## src/rtl/gen_stimuli_seq_pkg.sv

```systemverilog
// Shared widths, semafor encodings and FSM state codes for the stimulus sequencer.
package gen_stimuli_seq_pkg;

   localparam int STATE_W_DEF = 3;
   localparam int DUR_W_DEF   = 11;
   localparam int DEPTH_DEF   = 8;

   localparam logic [2:0] SEM_OFF         = 3'b000;
   localparam logic [2:0] SEM_ROSU        = 3'b001;
   localparam logic [2:0] SEM_GALBEN      = 3'b010;
   localparam logic [2:0] SEM_VERDE       = 3'b100;
   localparam logic [2:0] SEM_INTERMITENT = 3'b111;

   localparam logic [1:0] ST_IDLE  = 2'd0;
   localparam logic [1:0] ST_RUN   = 2'd1;
   localparam logic [1:0] ST_PAUSE = 2'd2;
   localparam logic [1:0] ST_DONE  = 2'd3;

   // A playback length is usable only when it selects at least one and at most DEPTH steps.
   function automatic logic len_in_range(input int unsigned len, input int unsigned depth);
      return (len != 0) && (len <= depth);
   endfunction

endpackage

```

## src/rtl/gen_stimuli_seq_table.sv

```systemverilog
// Step table: DEPTH x {state, dur}, synchronous write/clear, two combinational read ports.
// Port A feeds the duration compare of the current step, port B the state of the step being entered.
module seq_table #(
   parameter int STATE_W = 3,
   parameter int DUR_W   = 11,
   parameter int DEPTH   = 8
) (
   input  logic                       i_clk,
   input  logic                       i_rst,
   input  logic                       i_we,
   input  logic [$clog2(DEPTH)-1:0]   i_waddr,
   input  logic [STATE_W-1:0]         i_wstate,
   input  logic [DUR_W-1:0]           i_wdur,
   input  logic [$clog2(DEPTH)-1:0]   i_raddr_a,
   output logic [DUR_W-1:0]           o_dur_a,
   input  logic [$clog2(DEPTH)-1:0]   i_raddr_b,
   output logic [STATE_W-1:0]         o_state_b
);

   logic [STATE_W-1:0] r_state [DEPTH];
   logic [DUR_W-1:0]   r_dur   [DEPTH];

   always_ff @(posedge i_clk) begin
      if (i_rst) begin
         for (int i = 0; i < DEPTH; i++) begin
            r_state[i] <= '0;
            r_dur[i]   <= '0;
         end
      end else if (i_we) begin
         r_state[i_waddr] <= i_wstate;
         r_dur[i_waddr]   <= i_wdur;
      end
   end

   assign o_dur_a   = r_dur[i_raddr_a];
   assign o_state_b = r_state[i_raddr_b];

endmodule

```

## src/rtl/gen_stimuli_seq.sv

```systemverilog
// Programmable semafor stimulus sequencer: plays {state, dur} steps one-shot or looping.
// Output is registered; the first step appears the cycle after start is sampled.
module gen_stimuli_seq
   import gen_stimuli_seq_pkg::*;
#(
   parameter int                   STATE_W    = STATE_W_DEF,
   parameter int                   DUR_W      = DUR_W_DEF,
   parameter int                   DEPTH      = DEPTH_DEF,
   parameter logic [STATE_W-1:0]   IDLE_STATE = '0
) (
   input  logic                       i_clk,
   input  logic                       i_rst,
   input  logic                       i_cfg_we,
   input  logic [$clog2(DEPTH)-1:0]   i_cfg_addr,
   input  logic [STATE_W-1:0]         i_cfg_state,
   input  logic [DUR_W-1:0]           i_cfg_dur,
   input  logic [$clog2(DEPTH):0]     i_seq_len,
   input  logic                       i_loop_en,
   input  logic                       i_start,
   input  logic                       i_pause,
   input  logic                       i_stop,
   output logic [STATE_W-1:0]         o_stare_semafor,
   output logic [$clog2(DEPTH)-1:0]   o_step_idx,
   output logic                       o_step_pulse,
   output logic                       o_busy,
   output logic                       o_done
);

   localparam int AW = $clog2(DEPTH);
   localparam int LW = AW + 1;

   logic [1:0]         r_state;
   logic [STATE_W-1:0] r_sem;
   logic [AW-1:0]      r_idx;
   logic [DUR_W-1:0]   r_cnt;
   logic               r_pulse;
   logic               r_busy;
   logic               r_done;
   logic [LW-1:0]      r_len;
   logic               r_loop;

   logic [1:0]         w_state_nxt;
   logic [STATE_W-1:0] w_sem_nxt;
   logic [AW-1:0]      w_idx_nxt;
   logic [DUR_W-1:0]   w_cnt_nxt;
   logic               w_pulse_nxt;
   logic               w_done_nxt;
   logic [LW-1:0]      w_len_nxt;
   logic               w_loop_nxt;

   logic               w_tbl_we;
   logic               w_start_ok;
   logic               w_last;
   logic               w_active;
   logic [AW-1:0]      w_adv_idx;
   logic [AW-1:0]      w_rd_addr;
   logic [DUR_W-1:0]   w_dur_cur;
   logic [STATE_W-1:0] w_state_rd;

   assign w_tbl_we   = i_cfg_we && ((r_state == ST_IDLE) || (r_state == ST_DONE));
   assign w_active   = (r_state == ST_RUN) || (r_state == ST_PAUSE);
   assign w_start_ok = i_start && !w_active && len_in_range(int'(i_seq_len), DEPTH);
   assign w_last     = ({1'b0, r_idx} == (r_len - LW'(1)));
   assign w_adv_idx  = r_idx + AW'(1);
   // Step 0 is read both when starting and when wrapping after the last step.
   assign w_rd_addr  = (w_start_ok || w_last) ? '0 : w_adv_idx;

   seq_table #(
      .STATE_W (STATE_W),
      .DUR_W   (DUR_W),
      .DEPTH   (DEPTH)
   ) u_table (
      .i_clk     (i_clk),
      .i_rst     (i_rst),
      .i_we      (w_tbl_we),
      .i_waddr   (i_cfg_addr),
      .i_wstate  (i_cfg_state),
      .i_wdur    (i_cfg_dur),
      .i_raddr_a (r_idx),
      .o_dur_a   (w_dur_cur),
      .i_raddr_b (w_rd_addr),
      .o_state_b (w_state_rd)
   );

   always_comb begin
      w_state_nxt = r_state;
      w_sem_nxt   = r_sem;
      w_idx_nxt   = r_idx;
      w_cnt_nxt   = r_cnt;
      w_pulse_nxt = 1'b0;
      w_done_nxt  = r_done;
      w_len_nxt   = r_len;
      w_loop_nxt  = r_loop;

      if (i_stop) begin
         w_state_nxt = ST_IDLE;
         w_sem_nxt   = IDLE_STATE;
         w_idx_nxt   = '0;
         w_cnt_nxt   = '0;
         w_done_nxt  = 1'b0;
      end else if (w_start_ok) begin
         w_state_nxt = ST_RUN;
         w_sem_nxt   = w_state_rd;
         w_idx_nxt   = '0;
         w_cnt_nxt   = '0;
         w_pulse_nxt = 1'b1;
         w_done_nxt  = 1'b0;
         w_len_nxt   = i_seq_len;
         w_loop_nxt  = i_loop_en;
      end else if (w_active) begin
         // Pause is a level: while held nothing advances, and releasing it counts on that edge.
         if (i_pause) begin
            w_state_nxt = ST_PAUSE;
         end else begin
            w_state_nxt = ST_RUN;
            if (r_cnt != w_dur_cur) begin
               w_cnt_nxt = r_cnt + DUR_W'(1);
            end else if (!w_last || r_loop) begin
               w_idx_nxt   = w_last ? '0 : w_adv_idx;
               w_cnt_nxt   = '0;
               w_sem_nxt   = w_state_rd;
               w_pulse_nxt = 1'b1;
            end else begin
               w_state_nxt = ST_DONE;
               w_sem_nxt   = IDLE_STATE;
               w_done_nxt  = 1'b1;
            end
         end
      end
   end

   always_ff @(posedge i_clk) begin
      if (i_rst) begin
         r_state <= ST_IDLE;
         r_sem   <= IDLE_STATE;
         r_idx   <= '0;
         r_cnt   <= '0;
         r_pulse <= 1'b0;
         r_busy  <= 1'b0;
         r_done  <= 1'b0;
         r_len   <= '0;
         r_loop  <= 1'b0;
      end else begin
         r_state <= w_state_nxt;
         r_sem   <= w_sem_nxt;
         r_idx   <= w_idx_nxt;
         r_cnt   <= w_cnt_nxt;
         r_pulse <= w_pulse_nxt;
         r_busy  <= (w_state_nxt == ST_RUN) || (w_state_nxt == ST_PAUSE);
         r_done  <= w_done_nxt;
         r_len   <= w_len_nxt;
         r_loop  <= w_loop_nxt;
      end
   end

   assign o_stare_semafor = r_sem;
   assign o_step_idx      = r_idx;
   assign o_step_pulse    = r_pulse;
   assign o_busy          = r_busy;
   assign o_done          = r_done;

endmodule

```

## config.mk

```make
export PLATFORM = sky130hd
export DESIGN_NAME = gen_stimuli_seq
export DESIGN_NICKNAME = d
export VERILOG_FILES = /design/src/rtl/gen_stimuli_seq_pkg.sv /design/src/rtl/gen_stimuli_seq_table.sv /design/src/rtl/gen_stimuli_seq.sv
export SDC_FILE = /design/constraint.sdc
export NUM_CORES = 1
export LEC_CHECK = 0
export ABC_AREA = 1
export CAP_MARGIN = 10
export CORE_ASPECT_RATIO = 0.8
export CORE_MARGIN = 5
export CORE_UTILIZATION = 34
export DETAILED_ROUTE_END_ITERATION = 8
export GPL_ROUTABILITY_DRIVEN = 0
export MAX_ROUTING_LAYER = met4
export SLEW_MARGIN = 0
export SYNTH_ARGS = -nofsm -noshare
export SYNTH_HDL_FRONTEND = slang
export SYNTH_HIERARCHICAL = 1
export SYNTH_SLANG_ARGS = --single-unit
export TNS_END_PERCENT = 20
```

## constraint.sdc

```tcl
create_clock -name i_clk -period 2.8 [get_ports i_clk]
set_clock_uncertainty 0.2 [all_clocks]
set_input_delay 0.56 -clock i_clk [delete_from_list [all_inputs] [get_ports i_clk]]
set_output_delay 0.56 -clock i_clk [all_outputs]
set_load 0.01 [all_outputs]
```

* After elaboration in Yosys (flattened, before gate mapping)
Memory sizes are Yosys's and may differ from the RTL's. A register that Yosys moved wholly into a read port is not among the register bits. Index checks and enable logic that the tools add are counted.
Storage, ports and cells: bits in registers 27, latch bits 0, memory bits (writable) 112, memory bits (read-only) 0, bits of input ports 28, output and inout bits 9, word-level logic and storage cells 85, memories 2
Cells by class: $add $sub $neg 3, multipliers 0, div/mod/pow operators 0, order comparisons 1, eq/ne operators 9, shift operators 0, multiplexer cells 33, bitwise gates (word level) 4, reductions and logical operators 24
Memory list:
- u_table.r_dur | words 8, bits a word 11, read ports 1, clocked after memory_dff 1, wr ports 8, line gen_stimuli_seq_table.sv:21 | logic [DUR_W-1:0] r_dur [DEPTH];
- u_table.r_state | words 8, bits a word 3, read ports 1, clocked after memory_dff 0, wr ports 8, line gen_stimuli_seq_table.sv:20 | logic [STATE_W-1:0] r_state [DEPTH];
Operator list (count):
- 3-bit two-way mux | 12
- 11-bit two-way mux | 3
- 1-bit two-way mux | 12
- 2-bit two-way mux | 6
- 11-bit by 1-bit adder with 11-bit output, second input constant | 1
- 11-bit inequality test | 1
- 11-bit OR reduction | 1
- 4-bit AND reduction | 2
- 2-bit == test, second input constant | 3
- 3-bit AND reduction | 2
- 3-bit OR reduction | 2
- 1-bit logical OR | 5
- 2-bit by 1-bit == test with 1-bit output, second input constant | 2
- 3-bit by 4-bit == test with 1-bit output | 1
- 4-bit <= comparator, second input constant | 1
- 1-bit logical AND | 4
- 1-bit NOT | 4
- 2-bit nonzero test | 2
- 4-bit nonzero test | 1
- 4-bit by 1-bit subtractor with 4-bit output, second input constant | 1
- 3-bit by 1-bit adder with 3-bit output, second input constant | 1
- 1-bit logical NOT | 2
- 2-bit logical NOT | 1
- 2-bit by 1-bit inequality test with 1-bit output, second input constant | 1
- 3 further kinds | 3

* Logic depth before layout (Yosys ltp)
Gate-level depths: netlist (run 1). An unclocked memory read counts as a cell.
word-level depth 13, mapped depth 19, mapped depth without buffers 17

* By module
Netlist (run 1), hierarchy kept.
Modules (own cells, without submodules):
- seq_table | instances 1, cells each 647, area an instance 5576.6 µm², sequential area each 3363.2 µm²
- gen_stimuli_seq | instances 1, cells each 262, area an instance 1726.7 µm², sequential area each 540.5 µm²

* Worst setup path before layout (run 1)
OpenSTA, ideal clock, no wires.
kind register to register, start register r_idx[0], in the netlist o_step_idx[0], end register r_cnt[5], library setup time 0.070 ns, arrival 1.976 ns, data required time 2.530 ns, path slack 0.554 ns, stages on the path, launching flop included 17, buffers on the path 3, clock period less this slack 2.246 ns, path through dfxtp_1 buf_4 inv_2 buf_4 nand2_1 nand3_1 nand2_1 nand2_1 nand2_1 xnor2_1 nand2_1 nor2_4 nand3_4 nand2_4 buf_12 nand3_1 a21oi_1
Between the ends: word-level cells in the longest chain between the ends 5
Ends and longest elaborated chain:
- start: declaration | line gen_stimuli_seq.sv:34 | logic [AW-1:0] r_idx;
- start signal: assignment | line gen_stimuli_seq.sv:146 | r_idx <= w_idx_nxt;
- 3-bit by 4-bit == test with 1-bit output | line gen_stimuli_seq.sv:63 | assign w_last = ({1'b0, r_idx} == (r_len - LW'(1)));
- 1-bit logical NOT | line gen_stimuli_seq.sv:118 | end else if (!w_last || r_loop) begin
- 1-bit logical OR | line gen_stimuli_seq.sv:118
- 2-bit nonzero test (no source line)
- 3-bit AND reduction (no source line)
- end signal: assignment | line gen_stimuli_seq.sv:147 | r_cnt <= w_cnt_nxt;
- end: declaration | line gen_stimuli_seq.sv:35 | logic [DUR_W-1:0] r_cnt;
No other way between the ends. A chain may end at the register's enable or synchronous reset.

* Worst setup path after layout (run 1)
start register r_idx[1], in the netlist o_step_idx[1], end output o_step_idx[1]
RTL lines:
- end: declaration | line gen_stimuli_seq.sv:23 | output logic [$clog2(DEPTH)-1:0] o_step_idx,
No word-level cell between the ends.

==> results by group, run 1 <==
Status
  – Status: completed

Clock network
  – Resized Gates After CTS: 0
  – Hold_buf cts: 0
  – CTS root buf: clkbuf_16
  – H-tree lvl count: 4
  – Worst-skew pair later-pin latency: 420 ps
  – Clk pin slew, worst setup/hold paths: 60 ps
  – CTS tree: done
  – TritonCTS Sinks: 139
  – Post-CTS Setup Inserts: 0
  – Clk buf depth: 2
  – TritonCTS Buffers: 17

Timing
  – Least-Margin Pin Slew: 459.4 ps
  – Worst setup margin: 256.3 ps
  – TNS Setup: 0 ps
  – Slew Limit Fails: 0
  – Period minus WS final: 2544 ps
  – Final setup viols: 0
  – Period utilization: 90.85%
  – Final hold viol count: 0
  – Unrepaired setup endpoints after global routing: false
  – Slew headroom: 69.34%
  – Fmax: 0.3931 GHz

Drt
  – Pre-antenna DRT Iters: 4
  – DR iter-0 viols: 411
  – Via count: 5662
  – Residual DRC: 0
  – Detail Route Antenna Nets: 0
  – Vias/cell: 4.537
  – WL final: 17.72 mm
  – Wire per inst: 14.20 µm

Layout
  – Non-filler cells, final: 1248
  – # fillers: 2199
  – Design Area, Final: 0.008554 mm²
  – Ant. Diodes: 0
  – Nets@finish: 992
  – Area growth syn-to-layout: 17.13%
  – Layout cell share with drive strength beyond 1: 8.016%

Power and ir drop
  – Sw frac: 22.84%
  – Internal power: 3.623 mW
  – Pwr dens: 548.8 mW/mm²
  – Tot Pwr: 4.695 mW
  – Combinational fraction of design power: 7.5%
  – Share of power burned in registers: 49.6%
  – Leak: 3.902 nW
  – Clock power frac: 42.9%
  – VDD IR max: 281.2 µV
  – Switching pwr: 1.073 mW

Floorplan
  – CORE AREA: 0.02138 mm²
  – Die area: 0.02453 mm²
  – Initial Util: 34.16%
  – Die Y-Extent: 141.1 µm
  – Die Wd: 173.9 µm
  – Number of core rows: 48
  – Io pins: 37

Global route
  – First-pass GRT wire length: 28.94 mm
  – Vias in the first global route: 5500
  – Gr usage total: 15.37%
  – Initial antenna violation count: 0
  – Gr ovfl total: 0
  – Pin count of the biggest net entering global routing: 45

Yosys
  – Netlist cell types: 27
  – Compound-cell area share of the yosys netlist: 1.850%
  – Post-Synth Simple-Gate Area: 29.74%
  – Largest family of logic cells by synthesized area: simple AND/OR/NAND/NOR gates
  – Sequential share of the synthesized area: 53.45%
  – Synth Area in Adders: 0.5140%
  – Post-synthesis cell count: 909
  – Post-synth top flop: edfxtp_1
  – Synth Warn #: 6
  – Mean Syn Cell Area: 8.034 µm²
  – Seq cells post-synth: 139
  – Synth cell count leaders: nand2_1, inv_1, nor2_1
  – Syn Nets: 940
  – Post-synth EDFFs: 112
  – Ys async rst share: 0%
  – Mux contribution to synthesized area: 0%
  – Top cells by area, synth: edfxtp_1, nand2_1, inv_1
  – XOR/XNOR Fraction of Synth Area: 2.039%
  – Synthesized area: 0.007303 mm²
  – Dominant cell type by area after synthesis: edfxtp_1
  – Top-area cell type share of the netlist area: 46.05%
  – Top-count cell post-synth: nand2_1

Place
  – IO Port Bufs: 36
  – # placed instances: 1217
  – Area post-placement: 0.008029 mm²
  – Hpwl dp: 11.98 mm
  – Pre-CTS setup slack: 223.4 ps

Setup path
  – Crit. End Element: output pin
  – Maximum fanout along the worst path: 23
  – Data required, critical path: 2040 ps
  – Worst setup SP type: flop
  – Kind of critical path: reg -> out
  – Arrival time at the worst endpoint: 1780 ps

Run
  – Max Cap Violations: 0

Worst hold path
  – HP Class: reg -> reg
-- power groups by stage --
| stage | Clock, mW | Combinational (mW) | Sequential [mW] |
|---|---|---|---|
| after global routing | 2.16 | 0.397 | 2.33 |
| after global placement | 0 | 0.350 | 2.37 |
| final | 2.02 | 0.352 | 2.33 |
| after CTS | 2.06 | 0.355 | 2.33 |
| after floorplan | 0 | 0.214 | 2.37 |
| after detailed placement | 0 | 0.353 | 2.37 |
-- state kept, by name, summed over array words and instances (netlist names) --
signal and flops:
o_step_pulse 1, o_stare_semafor 3, o_done 1, r_loop 1, r_state 2, r_len 4
o_busy 1, r_cnt 11, u_table/r_state 24, u_table/r_dur 88, o_step_idx 3
-- area by class of cell --
cell class                 count  area, µm²  share of cell area, %
sequential                   139       3905                  45.65
multi-input combinational    563       2502                  29.25
inverter                     178      668.1                  7.810
timing repair buffer          62      618.1                  7.225
clock buffer                  20      436.7                  5.105
tap                          275      344.1                  4.022
clock inverter                11      80.08                 0.9361
-- final timing paths --
path | start | slack, ps | to | depth (start not counted)
worst min register to register | o_stare_semafor[2] | 270 | o_stare_semafor[2] | 2
worst max register to register | o_step_idx[0] | 330 | r_cnt[4] | 15
worst max-delay path | o_step_idx[1] | 260 | o_step_idx[1] | 3
worst min-delay path | o_stare_semafor[2] | 270 | o_stare_semafor[2] | 2
-- kinds of logic after synthesis --
logic type | count (synthesis)
DFF | 139
adders and majority gates | 3
AOI/OAI and AO/OA | 27
and+or+nand+nor | 516
buffers and inverters | 207
xor gates and xnor gates | 17
-- per-stage QoR --
stage                     hold slack (ps)  utilization (%)
after CTS                           270.6            39.97
after floorplan                     243.6                -
after global routing                297.2            40.01
after global placement              255.9            37.55
final                               271.8            40.01
after detailed placement            255.8            37.55
-- critical path, cell delays in order (launching register included) --
cell and delay, ps:
dfxtp_1 320, buf_4 300, buf_4 210, clkdlybuf4s50_1 540
-- placed cells by master (no fill, tap or decap), drive strengths merged --
cell type | Yosys | layout
nand2 | 277 | 277
inv | 178 | 178
nor2 | 148 | 148
edfxtp | 112 | 112
nand3 | 83 | 83
clkdlybuf4s50 | 0 | 36
dfxtp | 27 | 27
buf | 27 | 26
a21oi | 21 | 21
clkbuf | 2 | 20
xor2 | 10 | 10
xnor2 | 7 | 7
clkinv | 0 | 7
o21ai | 6 | 6
nand4 | 4 | 4
nor3 | 3 | 3
ha | 3 | 3
clkinvlp | 0 | 3
nand3b | 1 | 1
bufinv | 0 | 1
-- layer usage --
layer | track usage, % | up-vias | routed length (µm)
met5 | - | - | 0
met3 | 3.056 | 13 | 688
met4 | 4.082 | 0 | 158
met1 | 21.52 | 2639 | 8918
met2 | 22.97 | 123 | 7954
li1 | - | 2887 | -
Note: power is estimated with default switching activity, not from simulation.
==> run 2: changes to the inputs <==
ABC_CLOCK_PERIOD_IN_PS = 2800   (was default)
==> results of run 2 <==
Final layout, timing and power as in run 1 (identical DEF).
